<file path="src/rtl/alu_pipe_if.sv">
// rtl/alu_pipe_if.sv - operand/result handshake bundle for alu_pipe
// o_flags exists only when ALU_PIPE_FLAGS_EN is defined.
interface alu_pipe_if #(
  parameter int NB_DATA = 8,
  parameter int NB_OP   = 6
);
  logic               i_valid;
  logic               o_ready;
  logic [NB_DATA-1:0] i_datoA;
  logic [NB_DATA-1:0] i_datoB;
  logic [NB_OP-1:0]   i_operation;
  logic               o_valid;
  logic               i_ready;
  logic [NB_DATA-1:0] o_result;
  logic [NB_DATA-1:0] o_result_hi;
  logic               o_err;
`ifdef ALU_PIPE_FLAGS_EN
  logic [3:0]         o_flags;
`endif

  modport slave (
    input  i_valid, i_datoA, i_datoB, i_operation, i_ready,
`ifdef ALU_PIPE_FLAGS_EN
    output o_flags,
`endif
    output o_ready, o_valid, o_result, o_result_hi, o_err
  );

  modport master (
    output i_valid, i_datoA, i_datoB, i_operation, i_ready,
`ifdef ALU_PIPE_FLAGS_EN
    input  o_flags,
`endif
    input  o_ready, o_valid, o_result, o_result_hi, o_err
  );
endinterface

</file>
<file path="src/rtl/alu_pipe.sv">
// rtl/alu_pipe.sv - registered MIPS-funct ALU with iterative MULTU and valid/ready handshakes
// Optional {N,Z,C,V} flags output enabled by defining ALU_PIPE_FLAGS_EN.
module alu_pipe #(
  parameter int NB_DATA  = 8,
  parameter int NB_OP    = 6,
  parameter int NB_SHAMT = $clog2(NB_DATA)
) (
  input  logic       i_clk,
  input  logic       i_rst_n,
  alu_pipe_if.slave  bus
);

  localparam int NB_CNT = $clog2(NB_DATA + 1);
  localparam logic [NB_CNT-1:0] CNT_LAST = NB_CNT'(NB_DATA - 1);
  localparam int MSB = NB_DATA - 1;

  localparam logic [NB_OP-1:0] OP_ADD   = NB_OP'(6'b100000);
  localparam logic [NB_OP-1:0] OP_SUB   = NB_OP'(6'b100010);
  localparam logic [NB_OP-1:0] OP_AND   = NB_OP'(6'b100100);
  localparam logic [NB_OP-1:0] OP_OR    = NB_OP'(6'b100101);
  localparam logic [NB_OP-1:0] OP_XOR   = NB_OP'(6'b100110);
  localparam logic [NB_OP-1:0] OP_NOR   = NB_OP'(6'b100111);
  localparam logic [NB_OP-1:0] OP_SLL   = NB_OP'(6'b000000);
  localparam logic [NB_OP-1:0] OP_SRL   = NB_OP'(6'b000010);
  localparam logic [NB_OP-1:0] OP_SRA   = NB_OP'(6'b000011);
  localparam logic [NB_OP-1:0] OP_SLT   = NB_OP'(6'b101010);
  localparam logic [NB_OP-1:0] OP_SLTU  = NB_OP'(6'b101011);
  localparam logic [NB_OP-1:0] OP_MULTU = NB_OP'(6'b011001);

  typedef enum logic [1:0] {IDLE, MUL, HOLD} state_t;

  state_t               r_state;
  logic                 r_valid;
  logic [NB_DATA-1:0]   r_result;
  logic [NB_DATA-1:0]   r_result_hi;
  logic                 r_err;
  logic [NB_DATA-1:0]   r_mul_a;
  logic [2*NB_DATA-1:0] r_mul_b;
  logic [2*NB_DATA-1:0] r_acc;
  logic [NB_CNT-1:0]    r_cnt;

  logic                 w_ready;
  logic                 w_accept;
  logic                 w_is_mul;
  logic                 w_hold_load;
  logic [NB_SHAMT-1:0]  w_shamt;
  logic [NB_DATA:0]     w_sum;
  logic [NB_DATA:0]     w_diff;
  logic [NB_DATA-1:0]   w_res;
  logic                 w_err;
  logic                 w_c;
  logic                 w_v;

  assign w_ready     = (r_state == IDLE) && (!r_valid || bus.i_ready);
  assign w_accept    = bus.i_valid && w_ready;
  assign w_is_mul    = (bus.i_operation == OP_MULTU);
  assign w_hold_load = (r_state == HOLD) && (!r_valid || bus.i_ready);
  assign w_shamt     = bus.i_datoB[NB_SHAMT-1:0];
  assign w_sum       = {1'b0, bus.i_datoA} + {1'b0, bus.i_datoB};
  assign w_diff      = {1'b0, bus.i_datoA} - {1'b0, bus.i_datoB};

  always_comb begin
    w_res = '0;
    w_err = 1'b0;
    w_c   = 1'b0;
    w_v   = 1'b0;
    case (bus.i_operation)
      OP_ADD: begin
        w_res = w_sum[NB_DATA-1:0];
        w_c   = w_sum[NB_DATA];
        w_v   = (bus.i_datoA[MSB] == bus.i_datoB[MSB]) && (w_sum[MSB] != bus.i_datoA[MSB]);
      end
      OP_SUB: begin
        w_res = w_diff[NB_DATA-1:0];
        w_c   = w_diff[NB_DATA];
        w_v   = (bus.i_datoA[MSB] != bus.i_datoB[MSB]) && (w_diff[MSB] != bus.i_datoA[MSB]);
      end
      OP_AND:   w_res = bus.i_datoA & bus.i_datoB;
      OP_OR:    w_res = bus.i_datoA | bus.i_datoB;
      OP_XOR:   w_res = bus.i_datoA ^ bus.i_datoB;
      OP_NOR:   w_res = ~(bus.i_datoA | bus.i_datoB);
      OP_SLL:   w_res = bus.i_datoA << w_shamt;
      OP_SRL:   w_res = bus.i_datoA >> w_shamt;
      OP_SRA:   w_res = $unsigned($signed(bus.i_datoA) >>> w_shamt);
      OP_SLT:   w_res = {{(NB_DATA-1){1'b0}}, ($signed(bus.i_datoA) < $signed(bus.i_datoB))};
      OP_SLTU:  w_res = {{(NB_DATA-1){1'b0}}, (bus.i_datoA < bus.i_datoB)};
      OP_MULTU: w_res = '0;
      default:  w_err = 1'b1;
    endcase
  end

`ifdef ALU_PIPE_FLAGS_EN
  logic [3:0] r_flags;
  logic [3:0] w_flags;
  assign w_flags     = {w_res[MSB], (w_res == '0), w_c, w_v};
  assign bus.o_flags = r_flags;
`else
  logic w_unused_cv;
  assign w_unused_cv = w_c ^ w_v;
`endif

  // Shift-add: r_mul_a walks right one bit per cycle while r_mul_b walks left.
  always_ff @(posedge i_clk or negedge i_rst_n) begin
    if (!i_rst_n) begin
      r_state     <= IDLE;
      r_valid     <= 1'b0;
      r_result    <= '0;
      r_result_hi <= '0;
      r_err       <= 1'b0;
      r_mul_a     <= '0;
      r_mul_b     <= '0;
      r_acc       <= '0;
      r_cnt       <= '0;
`ifdef ALU_PIPE_FLAGS_EN
      r_flags     <= '0;
`endif
    end else begin
      case (r_state)
        IDLE: begin
          if (w_accept && w_is_mul) begin
            r_mul_a <= bus.i_datoA;
            r_mul_b <= {{NB_DATA{1'b0}}, bus.i_datoB};
            r_acc   <= '0;
            r_cnt   <= '0;
            r_state <= MUL;
          end
        end
        MUL: begin
          if (r_mul_a[0]) r_acc <= r_acc + r_mul_b;
          r_mul_a <= r_mul_a >> 1;
          r_mul_b <= r_mul_b << 1;
          r_cnt   <= r_cnt + 1'b1;
          if (r_cnt == CNT_LAST) r_state <= HOLD;
        end
        HOLD: begin
          if (w_hold_load) r_state <= IDLE;
        end
        default: r_state <= IDLE;
      endcase

      // A new result at the consume edge takes priority over clearing o_valid.
      if (w_accept && !w_is_mul) begin
        r_result    <= w_res;
        r_result_hi <= '0;
        r_err       <= w_err;
        r_valid     <= 1'b1;
`ifdef ALU_PIPE_FLAGS_EN
        r_flags     <= w_flags;
`endif
      end else if (w_hold_load) begin
        r_result    <= r_acc[NB_DATA-1:0];
        r_result_hi <= r_acc[2*NB_DATA-1:NB_DATA];
        r_err       <= 1'b0;
        r_valid     <= 1'b1;
`ifdef ALU_PIPE_FLAGS_EN
        r_flags     <= {r_acc[NB_DATA-1], (r_acc == '0), 2'b00};
`endif
      end else if (r_valid && bus.i_ready) begin
        r_valid <= 1'b0;
      end
    end
  end

  assign bus.o_ready     = w_ready;
  assign bus.o_valid     = r_valid;
  assign bus.o_result    = r_result;
  assign bus.o_result_hi = r_result_hi;
  assign bus.o_err       = r_err;

endmodule

</file>
<file path="src/flat_wrapper.sv">
// flat-port wrapper written by rule: the top's interface ports become plain ports
module alu_pipe_flat 
#(
  parameter int NB_DATA  = 8,
  parameter int NB_OP    = 6,
  parameter int NB_SHAMT = $clog2(NB_DATA)
)
  (i_clk, i_rst_n, bus_i_valid, bus_i_datoA, bus_i_datoB, bus_i_operation, bus_i_ready, bus_o_ready, bus_o_valid, bus_o_result, bus_o_result_hi, bus_o_err);
  alu_pipe_if #(.NB_DATA(NB_DATA), .NB_OP(NB_OP)) bus_i ();
  input  logic i_clk;
  input  logic i_rst_n;
  input wire logic [$bits(bus_i.i_valid)-1:0] bus_i_valid;
  input wire logic [$bits(bus_i.i_datoA)-1:0] bus_i_datoA;
  input wire logic [$bits(bus_i.i_datoB)-1:0] bus_i_datoB;
  input wire logic [$bits(bus_i.i_operation)-1:0] bus_i_operation;
  input wire logic [$bits(bus_i.i_ready)-1:0] bus_i_ready;
  output wire logic [$bits(bus_i.o_ready)-1:0] bus_o_ready;
  output wire logic [$bits(bus_i.o_valid)-1:0] bus_o_valid;
  output wire logic [$bits(bus_i.o_result)-1:0] bus_o_result;
  output wire logic [$bits(bus_i.o_result_hi)-1:0] bus_o_result_hi;
  output wire logic [$bits(bus_i.o_err)-1:0] bus_o_err;
  assign bus_i.i_valid = bus_i_valid;
  assign bus_i.i_datoA = bus_i_datoA;
  assign bus_i.i_datoB = bus_i_datoB;
  assign bus_i.i_operation = bus_i_operation;
  assign bus_i.i_ready = bus_i_ready;
  assign bus_o_ready = bus_i.o_ready;
  assign bus_o_valid = bus_i.o_valid;
  assign bus_o_result = bus_i.o_result;
  assign bus_o_result_hi = bus_i.o_result_hi;
  assign bus_o_err = bus_i.o_err;
  alu_pipe #(.NB_DATA(NB_DATA), .NB_OP(NB_OP), .NB_SHAMT(NB_SHAMT)) u_core (.i_clk(i_clk), .i_rst_n(i_rst_n), .bus(bus_i));
endmodule
</file>
<file path="config.mk">
export PLATFORM = sky130hd
export DESIGN_NAME = alu_pipe_flat
export DESIGN_NICKNAME = d
export VERILOG_FILES = /design/src/rtl/alu_pipe_if.sv /design/src/rtl/alu_pipe.sv /design/src/flat_wrapper.sv
export SDC_FILE = /design/constraint.sdc
export NUM_CORES = 1
export LEC_CHECK = 0
export ABC_AREA = 1
export BUFFER_PORTS_ARGS = -buffer_cell sky130_fd_sc_hd__buf_2
export CELL_PAD_IN_SITES_DETAIL_PLACEMENT = 0
export CELL_PAD_IN_SITES_GLOBAL_PLACEMENT = 1
export CORE_ASPECT_RATIO = 0.8
export CORE_MARGIN = 8
export CORE_UTILIZATION = 25
export DETAILED_ROUTE_END_ITERATION = 10
export PLACE_DENSITY = 0.51
export SLEW_MARGIN = 25
export SYNTH_ARGS = -nofsm -noshare
export SYNTH_HDL_FRONTEND = slang
export SYNTH_SLANG_ARGS = --single-unit
</file>
<file path="constraint.sdc">
create_clock -name i_clk -period 2.4 [get_ports i_clk]
set_clock_uncertainty 0.05 [all_clocks]
set_input_delay 0.36 -clock i_clk [delete_from_list [all_inputs] [get_ports i_clk]]
set_output_delay 0.36 -clock i_clk [all_outputs]
set_load 0.1 [all_outputs]
</file>
==> qor.yml, run 1 <==
timing_max_transition_violations_final: 0
post-dp-hpwl_um: 16300
floorplan.die.height_um: 149
endpoint_arrival_time_on_the_critical_path_ns: 2.37
total_die_area_mm2: 0.0270
gr-usage-all-layers_pct: 15.1
worst_ir_drop_vdd_mv: 0.659
worst_setup_path_end_kind: "flop"
boundaryPins: 45
num_rows: 48
achievable-frequency_mhz: 452
number_of_global_route_vias_before_repair: 5227
power.density_cell_area_mw_per_mm2: 1050
setup.worst_path.start: "u_core.r_acc[0]"
cts.path.max_buffers: 2
worst-path-max-fanout: 3
critPathRequiredTime_ns: 2.56
ant_nets: 0
final_period_minus_worst_setup_slack_ns: 2.21
die_w_um: 182
yosysUniqueCellTypes: 46
ys.warnings.count: 0
setup_repair_after_global_routing_missed_its_margin: "no"
static-leakage-power_nw: 3.37
multiInputGateArea_mm2: 0.00332
detail_route.drc_violations: 0
postSynth.asyncResetShare_pct: 100
fin_worst_hold_slack_ns: 0.302
numCtsBuffers: 9
timing.rr.end: "u_core.r_acc[14]"
timing.max_slew.rel_slack_pct: 65.7
n_fill_cell: 2411
detailedRoute.firstIterationViolations: 439
placed_area_mm2: 0.00625
total_number_of_vias: 5385
launch_point_of_the_worst_reg_to_reg_path: "u_core.r_acc[0]"
synth_ff_type: "sky130_fd_sc_hd__dfrtp_1"
number_of_flops_mapped_to_enable_cells_by_yosys: 0
layout.cell_area.non_filler_mm2: 0.00653
hold-path-cell-count: 3
outcome: "finished clean"
ff_latch_area_mm2: 0.00161
tritoncts: "done"
final_critical_path_share_of_the_clock_period_pct: 92.2
placement.io_buffers: 44
routed_wirelength_um: 20000
first_pass_iters: 4
synth_area_mm2: 0.00549
antenna_cells: 0
grt.overflow.total: 0
placement.setup.worst_slack_ns: 0.0270
share_of_the_synthesized_area_in_the_top_cell_type_pct: 29.2
worst_slew_pin_slew_ns: 0.513
reg2regPathDepth: 10
setup_viol: 0
dominant_cell_type_by_area_after_synthesis: "sky130_fd_sc_hd__dfrtp_1"
yosysSeqAreaShare_pct: 29.2
total_power_mw: 6.83
max_cap_violations: 0
finalWorstSetupSlack_ns: 0.186
ys_seq_elements: 64
synthMostInstantiatedCell: "sky130_fd_sc_hd__nand2_1"
path_clk_slew_ns: 0.06
worst_min_delay_path_startpoint: "bus_i_datoB[6]"
synthTopCellsByCount: "209 x sky130_fd_sc_hd__nand2_1, 107 x sky130_fd_sc_hd__inv_1, 93 x sky130_fd_sc_hd__nand3_1, 66 x sky130_fd_sc_hd__nor2_1, 64 x sky130_fd_sc_hd__dfrtp_1"
syn_area_per_cell_um2: 6.81
floorplan.initialDensity_pct: 25.5
post_drt_wl_per_cell_um: 17.3
cts-root-buf: "sky130_fd_sc_hd__clkbuf_16"
fp.coreArea_mm2: 0.0216
tritoncts_num_sinks: 64
fin_nets: 951
grt_pass1_wl_um: 31600
r2r_setup_slack_ns: 0.19
cts.htree.levels: 3
hold_path_end: "u_core.r_mul_b[6]"
timing.final.hold_violations: 0
start_kind: "flop"
yosys-top-cells-area: "sky130_fd_sc_hd__dfrtp_1 29%, sky130_fd_sc_hd__nand2_1 14%, sky130_fd_sc_hd__ha_1 9.6%"
category_of_the_critical_setup_timing_path: "reg2reg"
post_drt_via_cell_ratio: 4.64
place.gp.congestion: 0.848
clk-insertion-delay-late_ns: 0.33
hold_path_class: "in2reg"
postCtsSetupRepairBufs: 0
grt_max_degree: 33
postSynthNetCount: 877
syn_inst: 806
initial_antenna_violation_count: 0
layout-drive-gt1-share_pct: 15.5
area_growth_pct: 19.0
-- metrics by stage --
step / cells / setup TNS, ns / util (%)
finish: 1160 / 0 / 30.3
detailed placement: 1143 / 0 / 29.0
floorplan: 806 / -2.14 / -
CTS: 1160 / 0 / 30.3
global route: 1160 / 0 / 30.3
global placement: 1143 / 0 / 29.0
-- power breakdown --
part	switching [mW]	internal, mW
clock network	0.477	0.720
logic	2.80	1.04
registers	0.299	1.50
-- flip-flops by register name, indices dropped and copies added (netlist names) --
name	cells
u_core.bus.o_valid	1
u_core.r_mul_a	8
u_core.r_cnt	4
u_core.r_mul_b	16
u_core.r_acc	16
u_core.bus.o_result	8
u_core.bus.o_err	1
u_core.bus.o_result_hi	8
u_core.r_state	2
-- worst max-delay path by stage --
stage                     slack, ns  cells after the start                      to
after floorplan               -0.08                     11       u_core.r_mul_b[2]
after global placement         0.05                     12  u_core.bus.o_result[0]
after detailed placement       0.03                     14  u_core.bus.o_result[0]
after CTS                      0.18                     10        u_core.r_acc[14]
after global routing           0.04                      8         u_core.r_acc[8]
final                          0.19                     10        u_core.r_acc[14]
-- critical path: stages, from the launching register on --
cell and delay (ns):
sky130_fd_sc_hd__dfrtp_1 0.40, sky130_fd_sc_hd__ha_1 0.23, sky130_fd_sc_hd__fa_1 0.46, sky130_fd_sc_hd__nand3_1 0.11, sky130_fd_sc_hd__nand2_1 0.12, sky130_fd_sc_hd__a21boi_0 0.26
sky130_fd_sc_hd__inv_1 0.13, sky130_fd_sc_hd__nand3_1 0.13, sky130_fd_sc_hd__nand3_1 0.08, sky130_fd_sc_hd__nand2_1 0.06, sky130_fd_sc_hd__o22ai_1 0.06
-- cell type report --
type	count	area share [%]
Tap cell	275	5.27
Clock inverter	4	0.307
Multi-Input combinational cell	604	50.8
Sequential cell	64	24.6
Inverter	115	6.65
Timing Repair Buffer	86	8.62
Clock buffer	12	3.78
-- kinds of logic (layout without fill, tap and decap cells) --
| logic type | Yosys count | after routing | share of synthesized area [%] |
|---|---|---|---|
| buffers and inverters | 138 | 217 | 10.6 |
| adder cells (fa/ha/maj) | 45 | 45 | 10.7 |
| XOR/XNOR | 6 | 6 | 0.958 |
| AO/OA/AOI/OAI | 147 | 147 | 16.2 |
| flip-flops | 64 | 64 | 29.2 |
| AND/OR/NAND/NOR | 406 | 406 | 32.3 |
-- routing by layer --
layer,global-route usage (%),vias to the layer above,part of all wire (%)
met5,0,-,0
met4,1.84,0,0.41
met3,2.36,7,5.3
met2,19.2,107,36
met1,25.4,2477,58
li1,-,2794,-
-- layout by cell type (no fill, tap or decap), types with 2 or more instances in the layout --
cell                        instances
sky130_fd_sc_hd__buf_2             44
sky130_fd_sc_hd__buf_12             2
sky130_fd_sc_hd__nand2_1          207
sky130_fd_sc_hd__nor2_1            65
sky130_fd_sc_hd__o21ai_2            6
sky130_fd_sc_hd__nand2_2            2
sky130_fd_sc_hd__o21a_1             2
sky130_fd_sc_hd__inv_2              7
sky130_fd_sc_hd__a21o_1             2
sky130_fd_sc_hd__buf_4             39
sky130_fd_sc_hd__clkbuf_16          9
sky130_fd_sc_hd__and2_1             3
sky130_fd_sc_hd__a21oi_1           48
sky130_fd_sc_hd__a22o_1             3
sky130_fd_sc_hd__o211ai_1           9
sky130_fd_sc_hd__o21ai_0           48
sky130_fd_sc_hd__nor2_4             5
sky130_fd_sc_hd__o211ai_2           6
sky130_fd_sc_hd__ha_1              42
sky130_fd_sc_hd__a32oi_1            2
sky130_fd_sc_hd__dfrtp_1           63
sky130_fd_sc_hd__nand3b_1           2
sky130_fd_sc_hd__nand4_1           11
sky130_fd_sc_hd__o21bai_1           4
sky130_fd_sc_hd__nand3_1           93
sky130_fd_sc_hd__o22ai_1           10
sky130_fd_sc_hd__fa_1               3
sky130_fd_sc_hd__inv_1            106
sky130_fd_sc_hd__nor3_1             8
sky130_fd_sc_hd__xnor2_1            4
sky130_fd_sc_hd__clkinv_2           4
sky130_fd_sc_hd__nor2_2             6
sky130_fd_sc_hd__o21ai_1            2
sky130_fd_sc_hd__xor2_1             2
sky130_fd_sc_hd__clkbuf_1           2
-- timing repair --
action / CTS / global route
hold buffers: 1 / 0
endpoints found under the hold margin: 15 / 0
resized for setup: 0 / 1
setup endpoints to repair: 0 / 1
Note: power is estimated with default switching activity, not from simulation.
==> run 2: changes to the inputs <==
==> constraint.sdc (replaced) <==
create_clock -name i_clk -period 2.4 [get_ports i_clk]
set_clock_uncertainty 0.05 [all_clocks]
set_input_delay 0.48 -clock i_clk [delete_from_list [all_inputs] [get_ports i_clk]]
set_output_delay 0.48 -clock i_clk [all_outputs]
set_load 0.1 [all_outputs]
==> run 2 against run 1 <==
  * Fmax up 1.7%
  * Global-route usage hardly changed
  * Sequential share of layout area decreased by 0.18 points
  * First-iteration DRC count shrank 9.8%
  * Wire length fell by 0.85%
  * Cell count up 0.34%
  * Die area stayed put
  * Total power grew 0.55%
  * Final area grew 0.75%
  * Sequential power barely moved
  * Sequential cell count unchanged
  * Via count rose by 1.4%
==> qor.yml, run 2 (synthesis gave the netlist of run 1 again) <==
outcome: "finished clean"
clk-insertion-delay-late_ns: 0.33
highest_routing_layer_actually_used: "met4"
fin_util_pct: 30.5
switching_share_pct: 51.5
timing.final.hold_violations: 0
p_switching_mw: 3.54
gr-usage-all-layers_pct: 15.1
post_drt_wl_per_cell_um: 17.1
floorplan.initialDensity_pct: 25.5
postCtsSetupRepairBufs: 0
cts_hold_repair.buffers: 0
most_common_cell_after_layout_fill_and_taps_aside: "sky130_fd_sc_hd__nand2_1"
ant_nets: 0
combinationalPowerShare_pct: 56.3
setup_repair_after_global_routing_missed_its_margin: "no"
static-leakage-power_nw: 3.40
number_of_global_route_vias_before_repair: 5368
worst_ir_drop_vdd_mv: 0.501
timing.max_slew.rel_slack_pct: 63.4
setup_viol: 0
critPathRequiredTime_ns: 1.87
placement.io_buffers: 44
grt_pass1_wl_um: 31900
worst-path-max-fanout: 3
final_critical_path_share_of_the_clock_period_pct: 90.7
max_cap_violations: 0
routed_wirelength_um: 19900
met2_length_um: 7110
setup_total_negative_slack_ns: 0
worst_slew_pin_slew_ns: 0.549
routedLengthMet1_um: 11500
power_frac_clock_pct: 17.5
numCtsBuffers: 9
tritoncts_num_sinks: 64
post-dp-hpwl_um: 16300
achievable-frequency_mhz: 460
boundaryPins: 45
timing_max_transition_violations_final: 0
initial_antenna_violation_count: 0
fin_nets: 956
grt_max_degree: 33
path_clk_slew_ns: 0.05
total_die_area_mm2: 0.0270
power.density_cell_area_mw_per_mm2: 1040
endpoint_arrival_time_on_the_critical_path_ns: 1.65
tritoncts: "done"
start_kind: "flop"
cts.htree.levels: 3
power.sequential.fraction_pct: 26.2
worst_setup_path_end_kind: "output port"
post_cts_resized: 0
detail_route.drc_violations: 0
post_drt_via_cell_ratio: 4.69
total_number_of_vias: 5463
category_of_the_critical_setup_timing_path: "reg2out"
first_pass_iters: 5
floorplan.die.height_um: 149
layout_top_registers: "u_core.r_acc (16), u_core.r_mul_b (16)"
detailedRoute.firstIterationViolations: 396
routed_wl_met3_um: 1060
die_w_um: 182
fp.coreArea_mm2: 0.0216
antenna_cells: 0
layout-drive-gt1-share_pct: 15.7
place.gp.congestion: 0.846
internal_power_mw: 3.33
hold_path_class: "in2async"
final_period_minus_worst_setup_slack_ns: 2.18
cts-root-buf: "sky130_fd_sc_hd__clkbuf_16"
n_fill_cell: 2401
fin_worst_hold_slack_ns: 0.0842
final_cell_mix: "207 x sky130_fd_sc_hd__nand2_1, 106 x sky130_fd_sc_hd__inv_1, 93 x sky130_fd_sc_hd__nand3_1"
area_growth_pct: 19.9
grt.overflow.total: 0
cts.path.max_buffers: 2
num_rows: 48
run 2: worst max-delay path: stages (launching register included):
cell                      delay, ns
sky130_fd_sc_hd__dfrtp_4       0.47
sky130_fd_sc_hd__inv_2         0.05
sky130_fd_sc_hd__nor2_2        0.05
sky130_fd_sc_hd__nor3_4        0.26
sky130_fd_sc_hd__buf_2         0.48
run 2: per-layer routing:
metal	vias up	GRT usage, %
li1	2814	-
met1	2520	24.9
met2	116	19.2
met3	13	3.00
met4	0	2.33
met5	-	0
run 2: layout make-up:
cell class	instances	area, um2	area share [%]
clock buffer	15	268	4.07
inverter	115	434	6.60
multi-input combinational	604	3320	50.4
sequential	64	1610	24.4
tap	275	344	5.23
timing repair buffer	91	611	9.28
run 2: final timing paths:
| kind | from | endpoint | slack, ns | cells past startpoint |
|---|---|---|---|---|
| worst max-delay path | u_core.bus.o_valid | bus_o_ready | 0.22 | 4 |
| worst max register to register | u_core.r_acc[0] | u_core.r_acc[8] | 0.24 | 8 |
| worst min-delay path | i_rst_n | u_core.bus.o_result_hi[3] | 0.08 | 1 |
| worst min register to register | u_core.bus.o_result_hi[1] | u_core.bus.o_result_hi[1] | 0.42 | 2 |
| max in group asynchronous | i_rst_n | u_core.r_mul_a[3] | 1.48 | 2 |
| min in group i_clk | bus_i_datoB[6] | u_core.r_mul_b[6] | 0.42 | 3 |
run 2: power by group through the flow:
stage	sequential, mW	combinational (mW)	clock, mW
final	1.80	3.87	1.20
after global placement	1.82	3.93	0
after CTS	1.80	3.89	1.24
after global routing	1.85	4.29	1.29
after detailed placement	1.82	3.88	0
after floorplan	2.63	2.04	0
run 2: stage by stage:
stage | power [mW] | setup slack, ns | cell area (um2) | cells
finish | 6.87 | 0.224 | 6580 | 1164
CTS | 6.93 | 0.201 | 6580 | 1164
floorplan | 4.67 | -0.0824 | 5510 | 806
global route | 7.43 | 0.0739 | 6580 | 1164
global placement | 5.75 | -0.0429 | 6310 | 1149
detailed placement | 5.69 | 0.0554 | 6310 | 1149
==> run 3: changes to the inputs <==
--- a/config.mk
+++ b/config.mk
@@ -12,5 +12,5 @@
 export CORE_ASPECT_RATIO = 0.8
-export CORE_MARGIN = 8
 export CORE_UTILIZATION = 25
 export DETAILED_ROUTE_END_ITERATION = 10
+export MAX_ROUTING_LAYER = met4
 export PLACE_DENSITY = 0.51
--- a/constraint.sdc
+++ b/constraint.sdc
@@ -4,2 +4,2 @@
 set_output_delay 0.48 -clock i_clk [all_outputs]
-set_load 0.1 [all_outputs]
+set_load 0.01 [all_outputs]
==> run 3 against run 2 <==
  * Non-clock buffer count decreased by 1
  * Worst setup slack lost 0.059 ns
  * Highest routed layer unchanged
  * Critical endpoint is now u_core.r_acc[15]
  * Hold slack better by 0.025 ns
  * First-iteration DRC count grew 3.8%
  * Critical path depth up 6
==> qor.yml, run 3 (synthesis gave the netlist of run 1 again) <==
outcome: "finished clean"
cts.htree.levels: 3
num_rows: 48
start_kind: "flop"
r2r_setup_slack_ns: 0.17
critPathBufInv: 0
hold_path_class: "in2async"
power_frac_clock_pct: 22.0
die_w_um: 168
switching_share_pct: 43.2
placement.io_buffers: 44
path_clk_slew_ns: 0.06
floorplan.initialDensity_pct: 25.5
place.gp.congestion: 0.830
gr-usage-all-layers_pct: 18.5
total_power_mw: 5.99
reg2regPathDepth: 10
total_die_area_mm2: 0.0226
multiInputGateArea_mm2: 0.00330
power.sequential.fraction_pct: 29.9
endpoint_arrival_time_on_the_critical_path_ns: 2.40
ant_nets: 0
timing.max_slew.rel_slack_pct: 62.6
detailedRoute.firstIterationViolations: 411
static-leakage-power_nw: 3.41
tritoncts: "done"
fin_nets: 955
postCtsSetupRepairBufs: 0
timing_max_transition_violations_final: 0
launch_point_of_the_worst_reg_to_reg_path: "u_core.r_acc[2]"
setup_repair_after_global_routing_missed_its_margin: "no"
crit_path_top_delay_cell: "sky130_fd_sc_hd__o21ai_0"
boundaryPins: 45
max_cap_violations: 0
grt.overflow.total: 0
setup.worst_path.start: "u_core.r_acc[2]"
timing.final.hold_violations: 0
finalWorstSetupSlack_ns: 0.165
final-instance-count-excl-fill: 1164
number_of_global_route_vias_before_repair: 5178
internal_power_mw: 3.40
fin_worst_hold_slack_ns: 0.109
layout_top_registers: "u_core.r_acc (16), u_core.r_mul_b (16)"
most_common_cell_after_layout_fill_and_taps_aside: "sky130_fd_sc_hd__nand2_1"
initial_antenna_violation_count: 0
fp.coreArea_mm2: 0.0216
area_growth_pct: 19.8
combinationalPowerShare_pct: 48.1
floorplan.die.height_um: 135
critical_path.cell_chain: "ha_1 -> nand3_1 -> nand2_1 -> a21oi_1 -> o21ai_0 -> nand2_1 -> nand2_1 -> nand2_1 -> nand3_1 -> nand2_1"
placement.setup.worst_slack_ns: 0.0737
n_fill_cell: 2399
routed_wirelength_um: 19500
worst_ir_drop_vdd_mv: 0.345
placed_cells_incl_taps: 1148
worst_setup_path_end_kind: "flop"
post-dp-hpwl_um: 16000
crit_path_cell_count: 10
layout-drive-gt1-share_pct: 15.4
clk-insertion-delay-late_ns: 0.33
critPathRequiredTime_ns: 2.56
setup_viol: 0
post_drt_via_cell_ratio: 4.68
total_number_of_vias: 5447
final_period_minus_worst_setup_slack_ns: 2.23
setup_total_negative_slack_ns: 0
detail_route.drc_violations: 0
final_cell_mix: "209 x sky130_fd_sc_hd__nand2_1, 107 x sky130_fd_sc_hd__inv_1, 93 x sky130_fd_sc_hd__nand3_1"
category_of_the_critical_setup_timing_path: "reg2reg"
timing.rr.end: "u_core.r_acc[15]"
post_drt_wl_per_cell_um: 16.8
critical_path.top_delay_family: "simple AND/OR/NAND/NOR gates"
cts.path.max_buffers: 2
cts_hold_repair.buffers: 0
grt_pass1_wl_um: 30700
grt_max_degree: 65
cp_slowest_stage_delay_ns: 0.47
p_switching_mw: 2.59
tritoncts_num_sinks: 64
first_pass_iters: 5
cts-root-buf: "sky130_fd_sc_hd__clkbuf_16"
power.density_cell_area_mw_per_mm2: 912
final_critical_path_share_of_the_clock_period_pct: 93.1
antenna_cells: 0
achievable-frequency_mhz: 448
worst-path-max-fanout: 5
critPathMostFrequentCell: "sky130_fd_sc_hd__nand2_1"
critical_path.endpoint: "u_core.r_acc[15]"
worst_slew_pin_slew_ns: 0.555
ff_latch_area_mm2: 0.00160
post_cts_resized: 0
numCtsBuffers: 9
## run 3: area by class of cell
| cell class | instances | share of cell area, % |
|---|---|---|
| clock inverters | 3 | 0.609 |
| repair buffers | 90 | 8.99 |
| multi-input cells | 604 | 50.2 |
| inverters | 115 | 6.61 |
| flip-flops and latches | 64 | 24.4 |
| well taps | 275 | 5.24 |
| clock buffers | 13 | 3.96 |
## run 3: worst reg2reg max path, delay by kind of cell, from the launching register on
kind                     cells  cell delay, ns
AO/OA/AOI/OAI                2            0.60
AND/OR/NAND/NOR              7            0.69
adder cells (fa/ha/maj)      1            0.40
flip-flops                   1            0.40
## run 3: metal layers
metal	up-vias	global-route usage (%)	share of wire (%)
met5	-	-	0
met4	0	1.99	0.31
met3	5	4.07	5.1
met2	119	23.1	37
met1	2518	29.8	58
li1	2805	-	-
## run 3: worst min path at each step
| stage | startpoint | endpoint | depth (start not counted) |
|---|---|---|---|
| floorplan | i_rst_n | u_core.bus.o_err | 0 |
| global placement | u_core.bus.o_result_hi[1] | u_core.bus.o_result_hi[1] | 2 |
| detailed placement | u_core.bus.o_result_hi[6] | u_core.bus.o_result_hi[6] | 2 |
| CTS | i_rst_n | u_core.bus.o_result_hi[4] | 2 |
| global route | i_rst_n | u_core.r_acc[12] | 2 |
| finish | i_rst_n | u_core.bus.o_result_hi[4] | 2 |
## run 3: metrics by stage
step | area [um2] | utilization [%]
after floorplan | 5490 | -
after detailed placement | 6270 | 29.1
final | 6570 | 30.5
after CTS | 6570 | 30.5
after global routing | 6570 | 30.5
after global placement | 6270 | 29.1
## run 3: power groups by stage
stage               Clock, mW  Sequential (mW)  Combinational (mW)
detailed placement          0             1.82                2.87
floorplan                   0             1.77                1.94
global placement            0             1.82                2.91
global route             1.40             1.85                3.30
CTS                      1.35             1.80                2.89
finish                   1.32             1.79                2.88
